--- src/rtl/frame_pkg.sv ---
`default_nettype none
// ============================================================================
//  Module      : frame_pkg
//  Description : Shared constants and FSM state type for the frame transmitter.
//  Revision    : 1.0 - initial release
// ============================================================================
package frame_pkg;

    typedef enum logic [2:0] {
        IDLE  = 3'd0,
        LOAD  = 3'd1,
        START = 3'd2,
        SIZE  = 3'd3,
        DATA  = 3'd4,
        CRC   = 3'd5,
        STOP  = 3'd6
    } state_t;

    localparam logic [7:0] CRC_POLY   = 8'h07;
    localparam int         STUFF_RUN  = 5;
    localparam int         MAX_BYTES  = 15;
    localparam logic       START_BIT  = 1'b1;
    localparam logic       STOP_BIT   = 1'b0;
    localparam logic       IDLE_LEVEL = 1'b0;

endpackage
`default_nettype wire

--- src/rtl/frame_transmitter_if.sv ---
`default_nettype none
// ============================================================================
//  Module      : frame_transmitter_if
//  Description : Host-side byte source and serial line signals of the
//                frame transmitter. master = host, slave = transmitter.
//  Revision    : 1.0 - initial release
// ============================================================================
interface frame_transmitter_if;
    logic [7:0] baudrate;
    logic       start;
    logic [3:0] fsize;
    logic [7:0] din;
    logic       din_valid;
    logic       din_ready;
    logic       TX;
    logic       busy;
    logic       done;

    modport master (
        output baudrate, start, fsize, din, din_valid,
        input  din_ready, TX, busy, done
    );

    modport slave (
        input  baudrate, start, fsize, din, din_valid,
        output din_ready, TX, busy, done
    );
endinterface
`default_nettype wire

--- src/rtl/frame_transmitter_crc8.sv ---
`default_nettype none
// ============================================================================
//  Module      : crc8_serial
//  Description : Bit-serial CRC-8 (init 0x00, MSB-first, no reflection,
//                no final XOR); one message bit is absorbed per enable.
//  Revision    : 1.0 - initial release
// ============================================================================
module crc8_serial
    import frame_pkg::*;
(
    input  wire logic       clk,
    input  wire logic       reset,
    input  wire logic       clear,
    input  wire logic       en,
    input  wire logic       bit_in,
    output logic [7:0]      crc
);

    logic [7:0] r_crc;
    logic       w_fb;

    assign w_fb = r_crc[7] ^ bit_in;

    // Shift register LFSR: clear at frame acceptance, step on each payload bit
    always_ff @(posedge clk) begin
        if (reset || clear) begin
            r_crc <= 8'h00;
        end else if (en) begin
            r_crc <= {r_crc[6:0], 1'b0} ^ (w_fb ? CRC_POLY : 8'h00);
        end
    end

    assign crc = r_crc;

endmodule
`default_nettype wire

--- src/rtl/frame_transmitter.sv ---
`default_nettype none
// ============================================================================
//  Module      : frame_transmitter
//  Description : Buffers 1-15 bytes and sends start, size, data, CRC-8 and
//                stop bits with bit stuffing, each bit held for B clocks.
//  Revision    : 1.0 - initial release
// ============================================================================
module frame_transmitter
    import frame_pkg::*;
(
    input  wire logic           clk,
    input  wire logic           reset,
    frame_transmitter_if.slave  bus
);

    state_t     r_state;
    logic       r_tx;
    logic       r_busy;
    logic       r_din_ready;
    logic       r_done;
    logic [7:0] r_baud;
    logic [7:0] r_baud_cnt;
    logic [3:0] r_fsize;
    logic [3:0] r_byte_idx;
    logic [2:0] r_bit_idx;
    logic [2:0] r_run;
    logic [7:0] r_buf [MAX_BYTES];

    logic       w_accept;
    logic       w_load;
    logic       w_last_load;
    logic       w_bit_end;
    logic       w_in_frame;
    logic       w_do_stuff;
    logic       w_crc_en;
    logic [7:0] w_crc;
    logic [2:0] w_bit_dec;
    logic [3:0] w_byte_inc;
    state_t     w_nxt_state;
    logic [2:0] w_nxt_bit_idx;
    logic [3:0] w_nxt_byte_idx;
    logic       w_nxt_val;
    logic       w_nxt_feed;

    assign w_accept    = (r_state == IDLE) && bus.start && (bus.fsize != 4'd0);
    assign w_load      = (r_state == LOAD) && bus.din_valid && r_din_ready;
    assign w_last_load = w_load && (r_byte_idx == r_fsize - 4'd1);
    assign w_bit_end   = (r_baud_cnt == r_baud - 8'd1);
    assign w_in_frame  = (r_state == START) || (r_state == SIZE) ||
                         (r_state == DATA)  || (r_state == CRC);
    assign w_do_stuff  = w_in_frame && (r_run == 3'(STUFF_RUN));
    assign w_bit_dec   = r_bit_idx - 3'd1;
    assign w_byte_inc  = r_byte_idx + 4'd1;
    assign w_crc_en    = w_in_frame && w_bit_end && !w_do_stuff && w_nxt_feed;

    // Next logical (unstuffed) line bit following the one currently sent
    always_comb begin
        w_nxt_state    = r_state;
        w_nxt_bit_idx  = r_bit_idx;
        w_nxt_byte_idx = r_byte_idx;
        w_nxt_val      = STOP_BIT;
        case (r_state)
            START: begin
                w_nxt_state   = SIZE;
                w_nxt_bit_idx = 3'd3;
                w_nxt_val     = r_fsize[3];
            end
            SIZE: begin
                if (r_bit_idx == 3'd0) begin
                    w_nxt_state    = DATA;
                    w_nxt_bit_idx  = 3'd7;
                    w_nxt_byte_idx = 4'd0;
                    w_nxt_val      = r_buf[0][7];
                end else begin
                    w_nxt_bit_idx = w_bit_dec;
                    w_nxt_val     = r_fsize[w_bit_dec[1:0]];
                end
            end
            DATA: begin
                if (r_bit_idx != 3'd0) begin
                    w_nxt_bit_idx = w_bit_dec;
                    w_nxt_val     = r_buf[r_byte_idx][w_bit_dec];
                end else if (r_byte_idx == r_fsize - 4'd1) begin
                    w_nxt_state   = CRC;
                    w_nxt_bit_idx = 3'd7;
                    w_nxt_val     = w_crc[7];
                end else begin
                    w_nxt_bit_idx  = 3'd7;
                    w_nxt_byte_idx = w_byte_inc;
                    w_nxt_val      = r_buf[w_byte_inc][7];
                end
            end
            CRC: begin
                if (r_bit_idx == 3'd0) begin
                    w_nxt_state = STOP;
                    w_nxt_val   = STOP_BIT;
                end else begin
                    w_nxt_bit_idx = w_bit_dec;
                    w_nxt_val     = w_crc[w_bit_dec];
                end
            end
            default: begin
                w_nxt_state = r_state;
            end
        endcase
        w_nxt_feed = (w_nxt_state == SIZE) || (w_nxt_state == DATA);
    end

    crc8_serial u_crc (
        .clk    (clk),
        .reset  (reset),
        .clear  (w_accept),
        .en     (w_crc_en),
        .bit_in (w_nxt_val),
        .crc    (w_crc)
    );

    // Payload buffer: contents need no reset, written only while loading
    always_ff @(posedge clk) begin
        if (w_load) begin
            r_buf[r_byte_idx] <= bus.din;
        end
    end

    // Frame FSM with baud timing, stuffing and registered line outputs
    always_ff @(posedge clk) begin
        if (reset) begin
            r_state     <= IDLE;
            r_tx        <= IDLE_LEVEL;
            r_busy      <= 1'b0;
            r_din_ready <= 1'b0;
            r_done      <= 1'b0;
            r_baud      <= 8'd1;
            r_baud_cnt  <= 8'd0;
            r_fsize     <= 4'd0;
            r_byte_idx  <= 4'd0;
            r_bit_idx   <= 3'd0;
            r_run       <= 3'd0;
        end else begin
            r_done <= 1'b0;
            case (r_state)
                IDLE: begin
                    if (w_accept) begin
                        r_state     <= LOAD;
                        r_busy      <= 1'b1;
                        r_din_ready <= 1'b1;
                        r_fsize     <= bus.fsize;
                        r_baud      <= (bus.baudrate == 8'd0) ? 8'd1 : bus.baudrate;
                        r_byte_idx  <= 4'd0;
                    end
                end
                LOAD: begin
                    if (w_last_load) begin
                        r_state     <= START;
                        r_din_ready <= 1'b0;
                        r_tx        <= START_BIT;
                        r_run       <= 3'd1;
                        r_baud_cnt  <= 8'd0;
                    end else if (w_load) begin
                        r_byte_idx <= w_byte_inc;
                    end
                end
                START, SIZE, DATA, CRC: begin
                    if (!w_bit_end) begin
                        r_baud_cnt <= r_baud_cnt + 8'd1;
                    end else begin
                        r_baud_cnt <= 8'd0;
                        if (w_do_stuff) begin
                            // Stuff slot keeps the current state and indices
                            r_tx  <= ~r_tx;
                            r_run <= 3'd1;
                        end else begin
                            r_state    <= w_nxt_state;
                            r_bit_idx  <= w_nxt_bit_idx;
                            r_byte_idx <= w_nxt_byte_idx;
                            r_tx       <= w_nxt_val;
                            r_run      <= (w_nxt_val == r_tx) ? r_run + 3'd1 : 3'd1;
                        end
                    end
                end
                STOP: begin
                    if (!w_bit_end) begin
                        r_baud_cnt <= r_baud_cnt + 8'd1;
                    end else begin
                        r_baud_cnt <= 8'd0;
                        r_state    <= IDLE;
                        r_tx       <= IDLE_LEVEL;
                        r_busy     <= 1'b0;
                        r_done     <= 1'b1;
                    end
                end
                default: begin
                    r_state <= IDLE;
                end
            endcase
        end
    end

    assign bus.TX        = r_tx;
    assign bus.busy      = r_busy;
    assign bus.din_ready = r_din_ready;
    assign bus.done      = r_done;

endmodule
`default_nettype wire

--- src/flat_wrapper.sv ---
// flat-port wrapper written by rule: the top's interface ports become plain ports
module frame_transmitter_flat import frame_pkg::*;
  (clk, reset, bus_baudrate, bus_start, bus_fsize, bus_din, bus_din_valid, bus_din_ready, bus_TX, bus_busy, bus_done);
  frame_transmitter_if bus_i ();
  input  wire logic clk;
  input  wire logic reset;
  input wire logic [$bits(bus_i.baudrate)-1:0] bus_baudrate;
  input wire logic [$bits(bus_i.start)-1:0] bus_start;
  input wire logic [$bits(bus_i.fsize)-1:0] bus_fsize;
  input wire logic [$bits(bus_i.din)-1:0] bus_din;
  input wire logic [$bits(bus_i.din_valid)-1:0] bus_din_valid;
  output wire logic [$bits(bus_i.din_ready)-1:0] bus_din_ready;
  output wire logic [$bits(bus_i.TX)-1:0] bus_TX;
  output wire logic [$bits(bus_i.busy)-1:0] bus_busy;
  output wire logic [$bits(bus_i.done)-1:0] bus_done;
  assign bus_i.baudrate = bus_baudrate;
  assign bus_i.start = bus_start;
  assign bus_i.fsize = bus_fsize;
  assign bus_i.din = bus_din;
  assign bus_i.din_valid = bus_din_valid;
  assign bus_din_ready = bus_i.din_ready;
  assign bus_TX = bus_i.TX;
  assign bus_busy = bus_i.busy;
  assign bus_done = bus_i.done;
  frame_transmitter u_core (.clk(clk), .reset(reset), .bus(bus_i));
endmodule
--- config.mk ---
export PLATFORM = sky130hd
export DESIGN_NAME = frame_transmitter_flat
export DESIGN_NICKNAME = d
export VERILOG_FILES = /design/src/rtl/frame_pkg.sv /design/src/rtl/frame_transmitter_if.sv /design/src/rtl/frame_transmitter_crc8.sv /design/src/rtl/frame_transmitter.sv /design/src/flat_wrapper.sv
export SDC_FILE = /design/constraint.sdc
export NUM_CORES = 1
export LEC_CHECK = 0
export BUFFER_PORTS_ARGS = -buffer_cell sky130_fd_sc_hd__buf_2
export CORE_MARGIN = 5
export CORE_UTILIZATION = 41
export DETAILED_ROUTE_END_ITERATION = 12
export GPL_TIMING_DRIVEN = 0
export PLACE_DENSITY_LB_ADDON = 0.1
export RECOVER_POWER = 100
export SLEW_MARGIN = 5
export SYNTH_ARGS = -nofsm -noshare
export SYNTH_HDL_FRONTEND = slang
export SYNTH_SLANG_ARGS = --single-unit
export TNS_END_PERCENT = 10
--- constraint.sdc ---
create_clock -name clk -period 3.7 [get_ports clk]
set_input_delay 0.185 -clock clk [delete_from_list [all_inputs] [get_ports clk]]
set_output_delay 0.185 -clock clk [all_outputs]
set_load 0.1 [all_outputs]
==> summary.md <==
| Metric | Value |
|---|---|
| Final setup viols | `0` |
| Post-synthesis sequential area ratio | `0.562` |
| # clock sinks | `169` |
| Worst-Margin Slew | `1.22 ns` |
| Final hold viol count | `0` |
| Synth Instances | `676` |
| GPL Wtd Cong | `around 0.84` |
| # nets final | `764` |
| Pwr/cell area | `~560 nW/um^2` |
| Hold WC Path Type | `input port to register` |
| Final Max Slew Viols | `0` |
| Power Total | `5.15 mW` |
| Hold EP | `u_core.r_baud[7]$_SDFFE_PP0P_` |
| Slowest cell on crit path | `ha_2` |
| Setup TNS | `0 ns` |
| Critical path arrival | `3.84 ns` |
| Number of global-route vias before repair | `5,652` |
| Core ar. | `~20,000 sq um` |
| IR Drop Worst-Case VDD | `0.000282 V` |
| Die Area | `22,800 sq um` |
| Die Wd | `151 microns` |
| Critical path buffers and inverters | `3` |
| PortBufs | `27` |
| MaxCap Viol Count | `0` |
| RSZ-0062 raised after global routing | `no` |
| Worst skew pair latency | `0.43 ns` |
| # DRC | `0` |
| Share of layout cells above drive strength 1 | `0.149` |
| Worst path required time | `slightly above 4 ns` |
| Max frequency | `287 MHz` |
| CP peak stage delay | `0.50 ns` |
| Router iterations before antenna repair | `5` |
| CTS H-tree depth | `4` |
| GRT Total Usage | `0.188` |
| Layout fillers | `1,798` |
| Post-DRT Antenna Nets | `0` |
| Post-DP HPWL | `14,500 microns` |
| Initial Util | `0.418` |
| Global routing usage on met1 | `0.252` |
| Post-CTS Repair Setup Buffers | `0` |
| Ports | `28` |
| Post-synth ARST share | `0` |
| Reg-to-Reg End | `u_core.r_run[2]$_SDFFE_PP0P_` |
| Num CTS Buffers | `17` |
| TritonCTS clock tree | `yes` |
| Clock slew at reported path FFs | `0.07 ns` |
| Number of diodes | `0` |
| R2R cell count | `13` |
| Iter 0 DRT Violations | `329` |
| Grt met2 use | `0.312` |
| Routing usage on met3 | `0.0347` |
| Reg2Reg Setup Slack | `0.22 ns` |
| Syn avg cell area | `12.1 sq um` |
| Critical path's most frequent cell | `o211ai_1` |
| Period utilisation layout | `0.941` |
| WHS | `0.00672 ns` |
| Area grow syn2layout | `13.2%` |
| Grt total ovfl | `0` |
| Syn nets | `roughly 710` |
| Placed cells | `972` |
| Crit Path Max Fanout | `10` |
| # rows | `51` |
| Leakage | `~3 nW` |
| Seq cells post-synth | `169` |
| Top delay family on crit path | `compound AO/OA/AOI/OAI gates` |
| Most Used Layer, Global Route | `met2` |
| Worst Setup End Kind | `register` |
| CP Cell Sequence | `buf_2 -> clkbuf_4 -> inv_1 -> ha_2 -> mux4_2 -> o211ai_1 -> nand2_1 -> a311oi_2 -> o2111ai_1 -> o211ai_4 -> xor2_2 -> o211ai_1 -> a21oi_2` |
| Setup crit start kind | `register` |
| Post-Route WL | `slightly above 20,000 microns` |
| Drt wl/cell | `about 21 microns` |
| YS warnings | `0` |
| Clk root buf | `clkbuf_16` |
| Synth unique cells | `75` |
| Hold Path Origin | `bus_baudrate[7]` |
| Skew final | `0.00911 ns` |
| Post-route minimum period | `between 3 and 4 ns` |
| Non-filler cells, final | `1,004` |
| Via Count | `around 5,700` |
| Crit path kind | `register to register` |
| Largest net degree at the start of global routing | `18` |
| Top_reg_cell synth | `edfxtp_1` |
| Drt via density | `5.67` |
| Slew headroom | `0.185` |
| First-pass GRT wire length | `32,200 microns` |
| Die Y | `151 microns` |
| Hold Path Depth | `3` |
| Mapped Area | `8160 sq um` |
| Initial antenna violation count | `0` |
| Number of flops mapped to enable cells by yosys | `120` |
| Status | `complete, no violations` |
| R2R Path Start | `u_core.r_bit_idx[0]$_SDFFE_PP0P_` |
| Clock Path Buffers | `2` |
## placed cells by master, fill, tap and decap left out, types with 5 or more instances in the layout
| cell type | instances |
|---|---|
| dfxtp_1 | 49 |
| edfxtp_1 | 120 |
| o211ai_1 | 9 |
| nor2b_1 | 13 |
| and3_1 | 14 |
| clkbuf_16 | 17 |
| nand4_1 | 5 |
| mux2i_1 | 29 |
| clkbuf_1 | 36 |
| mux2_2 | 10 |
| inv_1 | 20 |
| mux4_2 | 22 |
| nand2_1 | 57 |
| a21oi_1 | 41 |
| xnor2_1 | 11 |
| nor3_1 | 23 |
| nand3_1 | 14 |
| buf_2 | 25 |
| ha_1 | 12 |
| xor2_1 | 5 |
| nor2_1 | 63 |
| or3_1 | 5 |
| nand2b_1 | 14 |
| o21ai_0 | 24 |
## Yosys cell counts (4+ instances only)
cell       number  area, sq um
xor2_1          5         43.8
dfxtp_1        49          981
buf_2          10         50.1
o211ai_1        9         67.6
ha_1           13          163
o21ai_0        24          120
inv_1          20         75.1
edfxtp_1      120         3600
mux2i_1        29          290
mux2_2         10          113
and3_1         14         87.6
nor2_1         63          236
mux4_2         22          495
nand4b_1        4         35.0
nand4_1         4         25.0
a21oi_1        41          205
nand2b_1       14         87.6
a31oi_1         4         25.0
a211oi_1        4         30.0
nor3_1         22          110
nand3_1        13         65.1
nor2b_1        13         81.3
nand2_1        57          214
o2111ai_1       4         35.0
or3_1           5         31.3
clkbuf_1       19         71.3
xnor2_1        11         96.3
## worst max path at each step
stage	from	endpoint	cells after the start	slack, ns
floorplan	u_core.r_bit_idx[0]$_SDFFE_PP0P_	u_core.r_run[2]$_SDFFE_PP0P_	12	0.78
global placement	u_core.r_bit_idx[0]$_SDFFE_PP0P_	u_core.r_run[2]$_SDFFE_PP0P_	13	-0.21
detailed placement	u_core.r_bit_idx[0]$_SDFFE_PP0P_	u_core.r_run[2]$_SDFFE_PP0P_	13	-0.14
CTS	u_core.r_bit_idx[0]$_SDFFE_PP0P_	u_core.r_run[2]$_SDFFE_PP0P_	13	0.07
global route	u_core.r_bit_idx[0]$_SDFFE_PP0P_	u_core.u_crc.crc[2]$_SDFFE_PP0P_	14	0.03
finish	u_core.r_bit_idx[0]$_SDFFE_PP0P_	u_core.r_run[2]$_SDFFE_PP0P_	13	0.22
## tightest hold or removal path: stages
cell and delay (ns):
buf_2 0.10, nand2_1 0.05, a21oi_1 0.05
## flip-flops by register name (all words and copies together), names as in the netlist, 4 cells and up, named ones only
register,cells
u_core.r_fsize,4
u_core.r_byte_idx,4
u_core.r_baud_cnt,8
u_core.r_buf,120
u_core.r_baud,8
u_core.u_crc.crc,8
## power breakdown
part           leakage, nW  switching [mW]  internal [mW]
clock network        0.305           0.828           1.09
logic                 1.29           0.678          0.406
registers             1.48          0.0603           2.08
total                 3.07            1.57           3.58
## routing by layer
layer / vias to the layer above / part of all wire
met2: 135 / 0.49
met1: 2874 / 0.45
li1: 2648 / -
met5: - / 0
met3: 35 / 0.036
met4: 0 / 0.024
## area by class of cell
class / count / area (sq um) / area share
Clock buffer: 17 / 425 / 0.0460
Inverter: 20 / 75.1 / 0.00812
Tap cell: 265 / 332 / 0.0359
Buffer: 36 / 181 / 0.0196
Timing Repair Buffer: 32 / 145 / 0.0157
Sequential cell: 169 / 4580 / 0.496
Multi-Input combinational cell: 451 / 3290 / 0.357
Clock inverter: 14 / 203 / 0.0219
## kinds of logic (layout without fill, tap and decap cells)
group,Yosys count,count (layout),share of synthesized area
simple gates,232,232,0.143
flops,169,169,0.562
compound gates,124,124,0.103
mux,63,63,0.116
buf+inv,56,119,0.0316
xor+xnor,19,19,0.0241
fa+ha+maj,13,13,0.0199
## stage by stage
| step | instance area [sq um] | worst slack [ns] | utilization |
|---|---|---|---|
| 3_3_place_gp | 8630 | -0.207 | 0.442 |
| 5_1_grt | 9240 | 0.0334 | 0.473 |
| 2_1_floorplan | 8160 | 0.780 | - |
| 4_1_cts | 9340 | 0.0662 | 0.478 |
| 3_5_place_dp | 8700 | -0.144 | 0.445 |
| 6_report | 9240 | 0.217 | 0.473 |
## repair_timing
item	CTS	global route
hold buffers	1	0
gates resized for setup	1	3
endpoints found under the setup margin	7	7
hold endpoints to repair	1	0
(Power assumes the default switching activity.)
